### config.mk
export PLATFORM = sky130hd
export DESIGN_NAME = mux_nto1_pipe
export DESIGN_NICKNAME = d
export VERILOG_FILES = /design/src/rtl/mux_pkg.sv /design/src/rtl/mux_nto1_pipe_rr_arbiter.sv /design/src/rtl/mux_nto1_pipe.sv
export SDC_FILE = /design/constraint.sdc
export NUM_CORES = 1
export LEC_CHECK = 0
export ABC_AREA = 1
export BUFFER_PORTS_ARGS = -buffer_cell sky130_fd_sc_hd__buf_2
export CAP_MARGIN = 15
export CORE_MARGIN = 2
export CORE_UTILIZATION = 25
export DETAILED_ROUTE_END_ITERATION = 16
export HOLD_SLACK_MARGIN = 0.12
export PLACE_DENSITY = 0.61
export SLEW_MARGIN = 25
export SYNTH_ARGS = -nofsm -noshare
export SYNTH_HDL_FRONTEND = slang
export SYNTH_SLANG_ARGS = --single-unit
### constraint.sdc
create_clock -name clk -period 1.6 [get_ports clk]
set_input_delay 0.08 -clock clk [delete_from_list [all_inputs] [get_ports clk]]
set_output_delay 0.08 -clock clk [all_outputs]
set_load 0.01 [all_outputs]
### src/rtl/mux_pkg.sv
// Shared defaults for the pipelined N-to-1 mux family.
// MUX_RR_EN (optional) selects round-robin arbitration instead of explicit sel.
`ifndef MUX_SEL_W
`define MUX_SEL_W(n) (((n) > 1) ? $clog2(n) : 1)
`endif

package mux_pkg;

    localparam int unsigned DATA_BITS  = 16;
    localparam int unsigned MUX_DATA_W = DATA_BITS;
    localparam int unsigned MUX_N_CH   = 4;

    // Every bit of out_data takes this value on reset.
    localparam logic OUT_DATA_RST_BIT = 1'b0;

endpackage

### src/rtl/mux_nto1_pipe_rr_arbiter.sv
// Round-robin grant among valid requesters, searching upward from a pointer.
// Only built when MUX_RR_EN is defined.
`ifdef MUX_RR_EN
module rr_arbiter
    import mux_pkg::*;
#(
    parameter int unsigned N_CH  = MUX_N_CH,
    parameter int unsigned SEL_W = `MUX_SEL_W(N_CH)
) (
    input  logic             clk,
    input  logic             rst_n,
    input  logic [N_CH-1:0]  req,
    input  logic             advance,
    output logic [SEL_W-1:0] grant,
    output logic             grant_valid
);

    logic [SEL_W-1:0] ptr;

    always_comb begin
        grant       = ptr;
        grant_valid = 1'b0;
        for (int unsigned off = 0; off < N_CH; off++) begin
            if (!grant_valid && req[SEL_W'((32'(ptr) + off) % N_CH)]) begin
                grant       = SEL_W'((32'(ptr) + off) % N_CH);
                grant_valid = 1'b1;
            end
        end
    end

    // Pointer moves past the winner only when its word is actually taken.
    always_ff @(posedge clk or negedge rst_n) begin
        if (!rst_n) begin
            ptr <= '0;
        end else if (advance && grant_valid) begin
            ptr <= SEL_W'((32'(grant) + 32'd1) % N_CH);
        end
    end

endmodule
`endif

### src/rtl/mux_nto1_pipe.sv
// N-channel mux with one registered output stage and valid/ready on every side.
// Define MUX_RR_EN for round-robin selection among valid channels (sel ignored).
module mux_nto1_pipe
    import mux_pkg::*;
#(
    parameter int unsigned DATA_W = MUX_DATA_W,
    parameter int unsigned N_CH   = MUX_N_CH,
    parameter int unsigned SEL_W  = `MUX_SEL_W(N_CH)
) (
    input  logic                   clk,
    input  logic                   rst_n,
    input  logic [N_CH*DATA_W-1:0] in_data,
    input  logic [N_CH-1:0]        in_valid,
    output logic [N_CH-1:0]        in_ready,
    input  logic [SEL_W-1:0]       sel,
    output logic [DATA_W-1:0]      out_data,
    output logic                   out_valid,
    input  logic                   out_ready,
    output logic [SEL_W-1:0]       grant_ch,
    output logic                   sel_err
);

    logic [SEL_W-1:0]  g;
    logic              g_ok;
    logic              load;
    logic              xfer;
    logic [DATA_W-1:0] g_data;

`ifdef MUX_RR_EN
    logic unused_sel;
    assign unused_sel = ^sel;
    assign sel_err    = 1'b0;

    rr_arbiter #(
        .N_CH  (N_CH),
        .SEL_W (SEL_W)
    ) u_rr_arbiter (
        .clk         (clk),
        .rst_n       (rst_n),
        .req         (in_valid),
        .advance     (xfer),
        .grant       (g),
        .grant_valid (g_ok)
    );
`else
    logic sel_err_q;

    assign g       = sel;
    assign g_ok    = ({1'b0, sel} < (SEL_W+1)'(N_CH));
    assign sel_err = sel_err_q;

    always_ff @(posedge clk or negedge rst_n) begin
        if (!rst_n) begin
            sel_err_q <= 1'b0;
        end else begin
            sel_err_q <= !g_ok;
        end
    end
`endif

    assign load = !out_valid || out_ready;

    // Ready is gated by rst_n so nothing is accepted while reset is held.
    always_comb begin
        in_ready = '0;
        g_data   = '0;
        for (int unsigned i = 0; i < N_CH; i++) begin
            if (g == SEL_W'(i)) begin
                in_ready[i] = rst_n && load && g_ok;
                g_data      = in_data[i*DATA_W +: DATA_W];
            end
        end
    end

    assign xfer = |(in_ready & in_valid);

    always_ff @(posedge clk or negedge rst_n) begin
        if (!rst_n) begin
            out_valid <= 1'b0;
            out_data  <= {DATA_W{OUT_DATA_RST_BIT}};
            grant_ch  <= '0;
        end else if (xfer) begin
            out_valid <= 1'b1;
            out_data  <= g_data;
            grant_ch  <= g;
        end else if (out_ready) begin
            out_valid <= 1'b0;
        end
    end

endmodule

---- Yosys cells after proc, flatten, opt, wreduce, memory -nomap -nowiden ----
Index checks and enable logic that the tools add are counted.
storage, ports and cells
  output and inout bits ................... 24
  input bits .............................. 73
  flip-flop bits (word level) ............. 19
  word-level logic and storage cells ...... 23
cells by class
  muxes and demuxes ....................... 10
  bitwise gates (word level) .............. 1
  equality and inequality tests ........... 3
  reductions and logical operators ........ 6
operators with widths
  kind                  count
  $mux W16              4
  $mux W1               6
  $and A4 B4 Y4         1
  $eq A2 B2 Y1 const B  2
  $reduce_or A4 Y1      1
  $eq A2 B1 Y1 const B  1
  $logic_not A2 Y1      1
  $reduce_bool A2 Y1    1
  $logic_and A1 B1 Y1   1
  $logic_not A1 Y1      1
  $logic_or A1 B1 Y1    1

---- Depth between registers and ports, before layout ----
Gate-level depths: netlist (run 1).
  depth in word-level cells ............... 7
  mapped depth ............................ 9

---- Worst setup path after synthesis (run 1) ----
Ideal clock, no wire load.
  path type ............................... register to register
  from .................................... reg out_valid
  to ...................................... reg out_data[10]
  setup slack ............................. 0.344 ns
  stages on the path, launching flop included .. 8
  required time ........................... 1.477 ns
  arrival ................................. 1.133 ns
  clock period less this slack ............ 1.256 ns
  path through ............................ dfrtp_1 > a21oi_2 > nand3_2 > nand2_4 > nor2_8 > buf_6 > nand2_1 > nand2_1
on the way
  word-level cells in the longest chain between the ends .. 6
ends and longest elaborated chain
  item                      line                 RTL
  start: declaration        mux_nto1_pipe.sv:17  output logic out_valid,
  start signal: assignment  mux_nto1_pipe.sv:79  out_valid <= 1'b0;
  start signal: assignment  mux_nto1_pipe.sv:83  out_valid <= 1'b1;
  start signal: assignment  mux_nto1_pipe.sv:87  out_valid <= 1'b0;
  $logic_not A1 Y1 *        mux_nto1_pipe.sv:61  assign load = !out_valid || out_ready;
  $logic_or A1 B1 Y1 *      mux_nto1_pipe.sv:61
  $logic_and A1 B1 Y1 *     mux_nto1_pipe.sv:69  in_ready[i] = rst_n && load && g_ok;
  $mux W1                   mux_nto1_pipe.sv:68  if (g == SEL_W'(i)) begin
  $and A4 B4 Y4 *           mux_nto1_pipe.sv:75  assign xfer = |(in_ready & in_valid);
  $reduce_or A4 Y1 *        mux_nto1_pipe.sv:75
  end signal: assignment    mux_nto1_pipe.sv:80  out_data <= {DATA_W{OUT_DATA_RST_BIT}};
  end signal: assignment    mux_nto1_pipe.sv:84  out_data <= g_data;
  end: declaration          mux_nto1_pipe.sv:16  output logic [DATA_W-1:0] out_data,
Mark *: on every way between the ends. The rest lies on a longest branch, timed or not.
A chain may end at the register's enable or synchronous reset.

---- Final worst setup path (run 1) ----
  from .................................... in rst_n
  to ...................................... out in_ready[1]
on the way
  word-level cells in the longest chain between the ends .. 2
ends and longest elaborated chain
  item                 line                 RTL
  start: declaration   mux_nto1_pipe.sv:11  input logic rst_n,
  $logic_and A1 B1 Y1  mux_nto1_pipe.sv:69
  $mux W1              mux_nto1_pipe.sv:68
  end: declaration     mux_nto1_pipe.sv:14  output logic [N_CH-1:0] in_ready,
Every way passes these cells.

==> results of run 1 <==
==> power by group <==
group / switching, uW / total, uW / internal (uW)
sequential: 70.4 / 669 / 599
combinational: 322 / 569 / 247
clock: 154 / 327 / 173
total: 546 / 1570 / 1020
==> metrics by stage <==
step	instance area (um2)	utilization (%)	instances	power, uW
after detailed placement	1840	36.0	347	1250
final	1890	37.1	352	1570
after global routing	1890	37.1	352	1680
after CTS	1890	37.1	352	1590
after floorplan	1320	-	188	967
after global placement	1840	36.0	347	1250
==> how the worst max path moves through the flow <==
stage / end / slack (ns) / depth (start not counted)
CTS: in_ready[1] / 0.09 / 7
floorplan: out_data[10]$_DFFE_PN0P_ / 0.34 / 7
finish: in_ready[1] / 0.08 / 7
global route: in_ready[1] / 0.006 / 7
global placement: grant_ch[0]$_DFFE_PN0P_ / 0.24 / 7
detailed placement: out_data[9]$_DFFE_PN0P_ / 0.20 / 7
==> tightest hold or removal path: stages <==
cell and delay, ns:
buf_2 0.07, nand2_1 0.04, nand4_1 0.06, o21ai_0 0.08
nand2_1 0.07
==> sequential cells by signal, summed over array words and instances, names as in the netlist <==
| signal | flops |
|---|---|
| out_valid | 1 |
| grant_ch | 2 |
| out_data | 16 |
==> timing repair <==
action	4_1_cts	5_1_grt
endpoints found under the hold margin	19	0
endpoints found under the setup margin	0	0
hold buffers	1	0
resized for setup	0	0
setup buffers	0	0
==> cell type report <==
class,count,area [um2]
clock buffer,3,41.3
fill,576,3210
sequential,19,475
inverter,7,26.3
timing repair buffer,100,515
tap,70,87.6
multi-input combinational,152,742
clock inverter,1,5.00
==> routing by layer <==
| layer | share of wire [%] | wire length [um] | up-vias |
|---|---|---|---|
| met5 | 0 | 0 | - |
| met1 | 45 | 2000 | 694 |
| met2 | 51 | 2250 | 33 |
| met3 | 2.9 | 126 | 2 |
| met4 | 0.46 | 20 | 0 |
| li1 | - | - | 794 |
==> placed cells by master, fill, tap and decap left out, drive strengths merged <==
cell,n
nor3,3
inv,7
nand3,2
clkinv,1
nand4,18
dfrtp,19
nand2,105
a21oi,1
nor2,5
o21ai,17
conb,1
clkbuf,3
dlygate4sd3,1
buf,99
==> cells by family after synthesis <==
logic type	Yosys count	synth area share (%)
AOI/OAI and AO/OA	18	7.11
buffers and inverters	17	7.77
DFF	19	36.0
and+or+nand+nor	133	48.8
other	1	0.284
==> Yosys cell counts (all sizes together) <==
| library cell | number |
|---|---|
| nand2 | 105 |
| dfrtp | 19 |
| nand4 | 18 |
| o21ai | 17 |
| buf | 10 |
| inv | 7 |
| nor2 | 5 |
| nor3 | 3 |
| nand3 | 2 |
| a21oi | 1 |
| conb | 1 |
==> qor.csv, run 1 <==
metric;value;unit
Max H-tree Level;1;
met1 usage;18.7;%
flops & latches, synth;19;
layout cells sized above 1;41.5;%
Max-cap violations;0;
area of the core;0.00511;mm2
Routed Antenna Nets;0;
Avg Inst Size Synth;7.02;um2
leakage;0.00107;uW
Ys Warns;0;
CP Capture Type;primary output;
worst path bufs/invs;5;
# IOs;97;
Initial DRC Count;25;
peak supply drop;562;uV
crit share post-route;95.1;%
Nets;356;
CTS root buf;clkbuf_8;
fmax;0.657;GHz
clk buf depth;2;
Worst Setup Start Kind;primary input;
first-pass GRT wire length;7090;um
Netlist Area Pre-Place;0.00132;mm2
cell accounting for the most synthesized area;dfrtp_1;
initial core utilization;25.8;%
met2 Usage GRT;26.8;%
# diodes;0;
Worst Hold Path Cells;5;
post-layout min period;1.52;ns
DRC;0;
gpl congestion;0.806;
RSZ-0062 raised after global routing;no;
Synthesized Nets;261;
CTS tree;yes;
router iterations before antenna repair;4;
final hold vios;0;
Hold Crit Class;in -> reg;
clock sink count;19;
final setup fails;0;
Netlist cell types;19;
crit path from;rst_n;
Num CTS Buffers;3;
Seq/Total Area, Yosys;36.0;%
P&R area growth vs syn;43.4;%
run status;completed;
FF-to-FF path depth;6;
critical path arrival;1.44;ns
crit path kind;in -> out;
Final HPWL DP;3630;um
Global Route Usage Sum;14.8;%
final worst slack;0.0777;ns
hold path endpoint;out_data[13]$_DFFE_PN0P_;
Routed WL;4400;um
busiest grt layer;met2;
cells taking the most area after synthesis;dfrtp_1 36%, nand2_1 29%, nand4_1 7.6%;
WL/cell;12.5;um
Reg-to-Reg Start;out_valid$_DFFE_PN0P_;
Via density;4.33;
grt ovf;0;
via count;1523;
# port buffers;95;
CP max stage cell;dlygate4sd3_1;
cell area power density;827;mW/mm2
CP max stage delay;0.53;ns
Critical Path, Cell by Cell;dlygate4sd3_1 -> buf_2 -> inv_1 -> a21oi_2 -> inv_1 -> nor3_1 -> buf_2;
Place WS;0.200;ns
Final Skew;0.00224;ns
Die ar.;0.00588;mm2
flop2flop setup slack;0.30;ns
CP top delay family;buffers and inverters;
Clock Latency Late Sink;0.25;ns
Die Span Y;76.7;um
Critical Path RT;1.52;ns
GR Layer Usage met3;1.65;%
initial antenna violation count;0;
CP max FO;5;
hold_sp;in_data[29];
setup TNS;0;ns
post-synth top area share;36.0;%
Slew Limit Fails;0;
Clock transition at path regs;0.07;ns
FP Rows;26;
chip width;76.7;um
Post-Syn Instances;188;
FF-to-FF End;out_data[0]$_DFFE_PN0P_;
WHS;0.178;ns
number of global-route vias before repair;1512;
largest net degree at the start of global routing;20;
(Power assumes the default switching activity.)
==> run 2, diff against run 1 <==
--- a/config.mk
+++ b/config.mk
@@ -12,7 +12,7 @@
 export CORE_UTILIZATION = 25
 export DETAILED_ROUTE_END_ITERATION = 16
 export HOLD_SLACK_MARGIN = 0.12
-export PLACE_DENSITY = 0.61
+export PLACE_DENSITY = 0.52
 export SLEW_MARGIN = 25
 export SYNTH_ARGS = -nofsm -noshare
 export SYNTH_HDL_FRONTEND = slang
==> qor.csv, run 2 (same netlist as run 1, synthesis figures left out) <==
metric;value;unit;change
WHS;0.168;ns;was 0.178 ns
register with the most flip-flops;out_data;;unchanged
run status;completed;;unchanged
Final Skew;0.00370;ns;was 0.00224 ns
most common cell after layout, fill and taps aside;nand2_1;;unchanged
Routed WL;4270;um;was 4400 um
Clock transition at path regs;0.06;ns;was 0.07 ns
WL/cell;12.1;um;was 12.5 um
Die Span Y;76.7;um;unchanged
Largest register FFs;16;;unchanged
P&R area growth vs syn;43.9;%;was 43.4%
peak supply drop;396;uV;was 562 uV
leakage;0.00107;uW;about the same
Post CTS Setup Buffer Count;0;;unchanged
cell area power density;818;mW/mm2;was 827 mW/mm2
router iterations before antenna repair;4;;unchanged
CTS tree;yes;;unchanged
Critical Path RT;1.52;ns;about the same
post-layout min period;1.49;ns;was 1.52 ns
Die ar.;0.00588;mm2;unchanged
Num CTS Buffers;3;;unchanged
Slew Limit Fails;0;;unchanged
critical path arrival;1.41;ns;was 1.44 ns
crit path kind;in -> out;;unchanged
Cell Area, Placed;0.00184;mm2;unchanged
# port buffers;95;;unchanged
final setup fails;0;;unchanged
Initial DRC Count;56;;was 25
gpl congestion;0.805;;was 0.806
via count;1476;;was 1523
Max-cap violations;0;;unchanged
initial antenna violation count;0;;unchanged
# IOs;97;;unchanged
Nets;356;;unchanged
placed cell count;347;;unchanged
power consumption;1550;uW;was 1570 uW
Global Route Usage Sum;14.8;%;unchanged
Via density;4.19;;was 4.33
Worst Setup Start Kind;primary input;;unchanged
final hold vios;0;;unchanged
Final HPWL DP;3530;um;was 3630 um
CTS root buf;clkbuf_8;;unchanged
number of global-route vias before repair;1472;;was 1512
CP max FO;5;;unchanged
FF+latch area;475;um2;unchanged
chip width;76.7;um;unchanged
Clock Latency Late Sink;0.25;ns;about the same
flop2flop setup slack;0.27;ns;was 0.30 ns
fmax;0.669;GHz;was 0.657 GHz
fill cell count;581;;was 576
grt ovf;0;;unchanged
top flop regs;out_data x16, grant_ch x2, out_valid x1;;unchanged
Routed Antenna Nets;0;;unchanged
fin area;0.00190;mm2;was 0.00189 mm2
most frequent cells in the layout;103 x nand2_1, 95 x buf_2, 19 x dfrtp_1;;unchanged
# diodes;0;;unchanged
clock sink count;19;;unchanged
area of the core;0.00511;mm2;unchanged
largest net degree at the start of global routing;20;;unchanged
setup TNS;0;ns;unchanged
final std cells w/o fill;352;;unchanged
FP Rows;26;;unchanged
crit share post-route;93.4;%;was 95.1%
RSZ-0062 raised after global routing;no;;unchanged
Hold Crit Class;in -> async;;was in -> reg
initial core utilization;25.8;%;unchanged
area of the multi-input gates;749;um2;was 742 um2
layout cells sized above 1;41.1;%;was 41.5%
clk buf depth;2;;unchanged
DRC;0;;unchanged
CP Capture Type;primary output;;unchanged
first-pass GRT wire length;6970;um;was 7090 um
Max H-tree Level;1;;unchanged
run 2: stage by stage:
| stage | worst slack, ns | utilization, % |
|---|---|---|
| 5_1_grt | 0.00847 | 37.2 |
| 2_1_floorplan | 0.344 | - |
| 6_report | 0.106 | 37.2 |
| 3_5_place_dp | 0.195 | 36.0 |
| 4_1_cts | 0.0779 | 37.0 |
| 3_3_place_gp | 0.224 | 36.0 |
run 2: final timing paths:
| path | from | end | cells past startpoint |
|---|---|---|---|
| setup / recovery | rst_n | in_ready[1] | 7 |
| max in group asynchronous | rst_n | out_data[5]$_DFFE_PN0P_ | 3 |
| min in group clk | in_data[41] | out_data[9]$_DFFE_PN0P_ | 5 |
| hold / removal | rst_n | out_valid$_DFFE_PN0P_ | 2 |
| hold reg to reg | out_data[11]$_DFFE_PN0P_ | out_data[11]$_DFFE_PN0P_ | 2 |
| setup reg to reg | out_valid$_DFFE_PN0P_ | out_data[6]$_DFFE_PN0P_ | 6 |
run 2: final cells by class:
type / instances / area share [%]
flip-flops and latches: 19 / 25.0
clock buffers: 4 / 2.37
well taps: 70 / 4.61
inverters: 7 / 1.38
repair buffers: 100 / 27.1
multi-input cells: 152 / 39.5
run 2: power by group:
part	internal [uW]	leakage, uW	switching, uW	total (uW)
clock network	177	0.0000228	144	321
logic	248	0.000811	317	565
registers	599	0.000239	68.1	667
total	1020	0.00107	529	1550
run 2: repair_timing:
action                     CTS  global route
hold buffers                 1             0
hold endpoints to repair    19             0
gates resized for setup      0             1
setup endpoints to repair    0             2
run 2: critical path, cell delays in order:
cell and delay [ns]:
dlygate4sd3_1 0.52, buf_2 0.16, inv_1 0.08, a21oi_4 0.16, inv_1 0.10, nor3_1 0.15
buf_2 0.16
run 2: per-layer routing:
layer	vias to the layer above	part of all wire, %	track usage [%]
li1	797	-	-
met1	636	47	19.7
met2	36	47	24.0
met3	7	3.7	2.24
met4	0	2.0	6.18
met5	-	0	0
==> run 3, diff against run 2 <==
--- a/config.mk
+++ b/config.mk
@@ -11,8 +11,10 @@
 export CORE_MARGIN = 2
 export CORE_UTILIZATION = 25
 export DETAILED_ROUTE_END_ITERATION = 16
+export GPL_ROUTABILITY_DRIVEN = 0
 export HOLD_SLACK_MARGIN = 0.12
 export PLACE_DENSITY = 0.52
+export RECOVER_POWER = 25
 export SLEW_MARGIN = 25
 export SYNTH_ARGS = -nofsm -noshare
 export SYNTH_HDL_FRONTEND = slang
==> qor.csv, run 3 (same netlist as run 1, synthesis figures left out) <==
metric;value;unit;change
Seq pwr share;42.9;%;was 43.0%
peak supply drop;396;uV;about the same
NetSw;530;uW;was 529 uW
Worst Setup Start Kind;primary input;;unchanged
WHS;0.167;ns;was 0.168 ns
cell area power density;820;mW/mm2;was 818 mW/mm2
Final HPWL DP;3530;um;unchanged
largest net degree at the start of global routing;20;;unchanged
Internal Pwr Total;1020;uW;about the same
Nets;356;;unchanged
WL/cell;12.2;um;was 12.1 um
register with the most flip-flops;out_data;;unchanged
initial core utilization;25.8;%;unchanged
final worst slack;0.107;ns;was 0.106 ns
critical path arrival;1.41;ns;about the same
Die ar.;0.00588;mm2;unchanged
Routed WL;4280;um;was 4270 um
post-layout min period;1.49;ns;about the same
Global Route Usage Sum;14.8;%;unchanged
Clock Latency Late Sink;0.25;ns;about the same
relative slew slack;39.0;%;
flop2flop setup slack;0.26;ns;was 0.27 ns
most common cell after layout, fill and taps aside;nand2_1;;unchanged
first-pass GRT wire length;6970;um;unchanged
CP max stage delay;0.52;ns;about the same
Final Skew;0.00471;ns;was 0.00370 ns
FP Rows;26;;unchanged
crit path from;rst_n;;unchanged
CP Capture Type;primary output;;unchanged
Routed Antenna Nets;0;;unchanged
CP max stage cell;dlygate4sd3_1;;unchanged
DRC;0;;unchanged
Setup crit end;in_ready[1];;unchanged
crit share post-route;93.3;%;was 93.4%
# diodes;0;;unchanged
Via density;4.23;;was 4.19
router iterations before antenna repair;4;;unchanged
Place WS;0.195;ns;unchanged
Hold Crit Class;in -> async;;unchanged
via count;1488;;was 1476
chip width;76.7;um;unchanged
Net Sw Frac;34.1;%;about the same
clk buf depth;2;;unchanged
run status;completed;;unchanged
top flop regs;out_data x16, grant_ch x2, out_valid x1;;unchanged
layout cells sized above 1;40.8;%;was 41.1%
RSZ-0062 raised after global routing;no;;unchanged
CTS root buf;clkbuf_8;;unchanged
area of the core;0.00511;mm2;unchanged
initial antenna violation count;0;;unchanged
Clock transition at path regs;0.06;ns;about the same
final hold vios;0;;unchanged
Max H-tree Level;1;;unchanged
leakage;0.00107;uW;about the same
most frequent cells in the layout;103 x nand2_1, 95 x buf_2, 19 x dfrtp_1;;unchanged
grt ovf;0;;unchanged
clock sink count;19;;unchanged
fill cell count;583;;was 581
setup TNS;0;ns;unchanged
fmax;0.670;GHz;was 0.669 GHz
Num CTS Buffers;3;;unchanged
Slew Limit Fails;0;;unchanged
crit path kind;in -> out;;unchanged
final setup fails;0;;unchanged
Initial DRC Count;58;;was 56
clock power share;20.8;%;was 20.7%
Reg-to-Reg Start;out_valid$_DFFE_PN0P_;;unchanged
Worst Tran Pin Value;0.915;ns;
Post CTS Setup Buffer Count;0;;unchanged
combinational share of power;36.3;%;was 36.4%
P&R area growth vs syn;43.6;%;was 43.9%
FF-to-FF End;out_data[6]$_DFFE_PN0P_;;unchanged
Largest register FFs;16;;unchanged
Max-cap violations;0;;unchanged
Die Span Y;76.7;um;unchanged
# port buffers;95;;unchanged
# IOs;97;;unchanged
Critical Path RT;1.52;ns;about the same
number of global-route vias before repair;1472;;unchanged
FF-to-FF path depth;6;;unchanged
Critical Path, Cell by Cell;dlygate4sd3_1 -> buf_2 -> inv_1 -> a21oi_4 -> inv_1 -> nor3_1 -> buf_2;;unchanged
CTS tree;yes;;unchanged
CP max FO;5;;unchanged
run 3: cell type report:
cell class	instances	area [um2]	share of cell area, %
inverters	7	26.3	1.39
flip-flops and latches	19	475	25.1
clock buffers	4	45.0	2.38
well taps	70	87.6	4.62
repair buffers	100	512	27.0
multi-input cells	152	749	39.5
run 3: worst min-delay path by stage:
| stage | endpoint | start | depth (start not counted) |
|---|---|---|---|
| 2_1_floorplan | grant_ch[0]$_DFFE_PN0P_ | rst_n | 0 |
| 3_3_place_gp | out_valid$_DFFE_PN0P_ | rst_n | 1 |
| 3_5_place_dp | out_valid$_DFFE_PN0P_ | rst_n | 1 |
| 4_1_cts | out_valid$_DFFE_PN0P_ | rst_n | 2 |
| 5_1_grt | out_valid$_DFFE_PN0P_ | rst_n | 2 |
| 6_report | out_valid$_DFFE_PN0P_ | rst_n | 2 |
run 3: power groups by stage:
stage	Clock, uW	Combinational [uW]	Sequential (uW)
after floorplan	0	240	727
after global placement	0	563	683
after detailed placement	0	570	677
after CTS	333	576	669
after global routing	357	640	686
final	322	564	667
run 3: worst max-delay path, delay by kind of cell:
kind	cells	cell delay, ns
buffers and inverters	5	1.02
AOI/OAI and AO/OA	1	0.16
and+or+nand+nor	1	0.15
run 3: per-stage QoR:
stage | total power, uW | instances | instance area [um2] | util [%]
floorplan | 967 | 188 | 1320 | -
global placement | 1250 | 347 | 1840 | 36.0
detailed placement | 1250 | 347 | 1840 | 36.0
CTS | 1580 | 352 | 1890 | 37.0
global route | 1680 | 352 | 1900 | 37.1
finish | 1550 | 352 | 1900 | 37.1
run 3: repair_timing:
action,4_1_cts,5_1_grt
resized for setup,0,1
endpoints found under the hold margin,19,0
endpoints found under the setup margin,0,2
hold buffers,1,0
run 3: routing by layer:
layer	track usage (%)	wire length, um	vias up
met3	2.24	164	7
met4	6.18	87	0
li1	-	-	797
met1	19.7	2000	646
met2	24.0	2030	38
met5	0	0	-
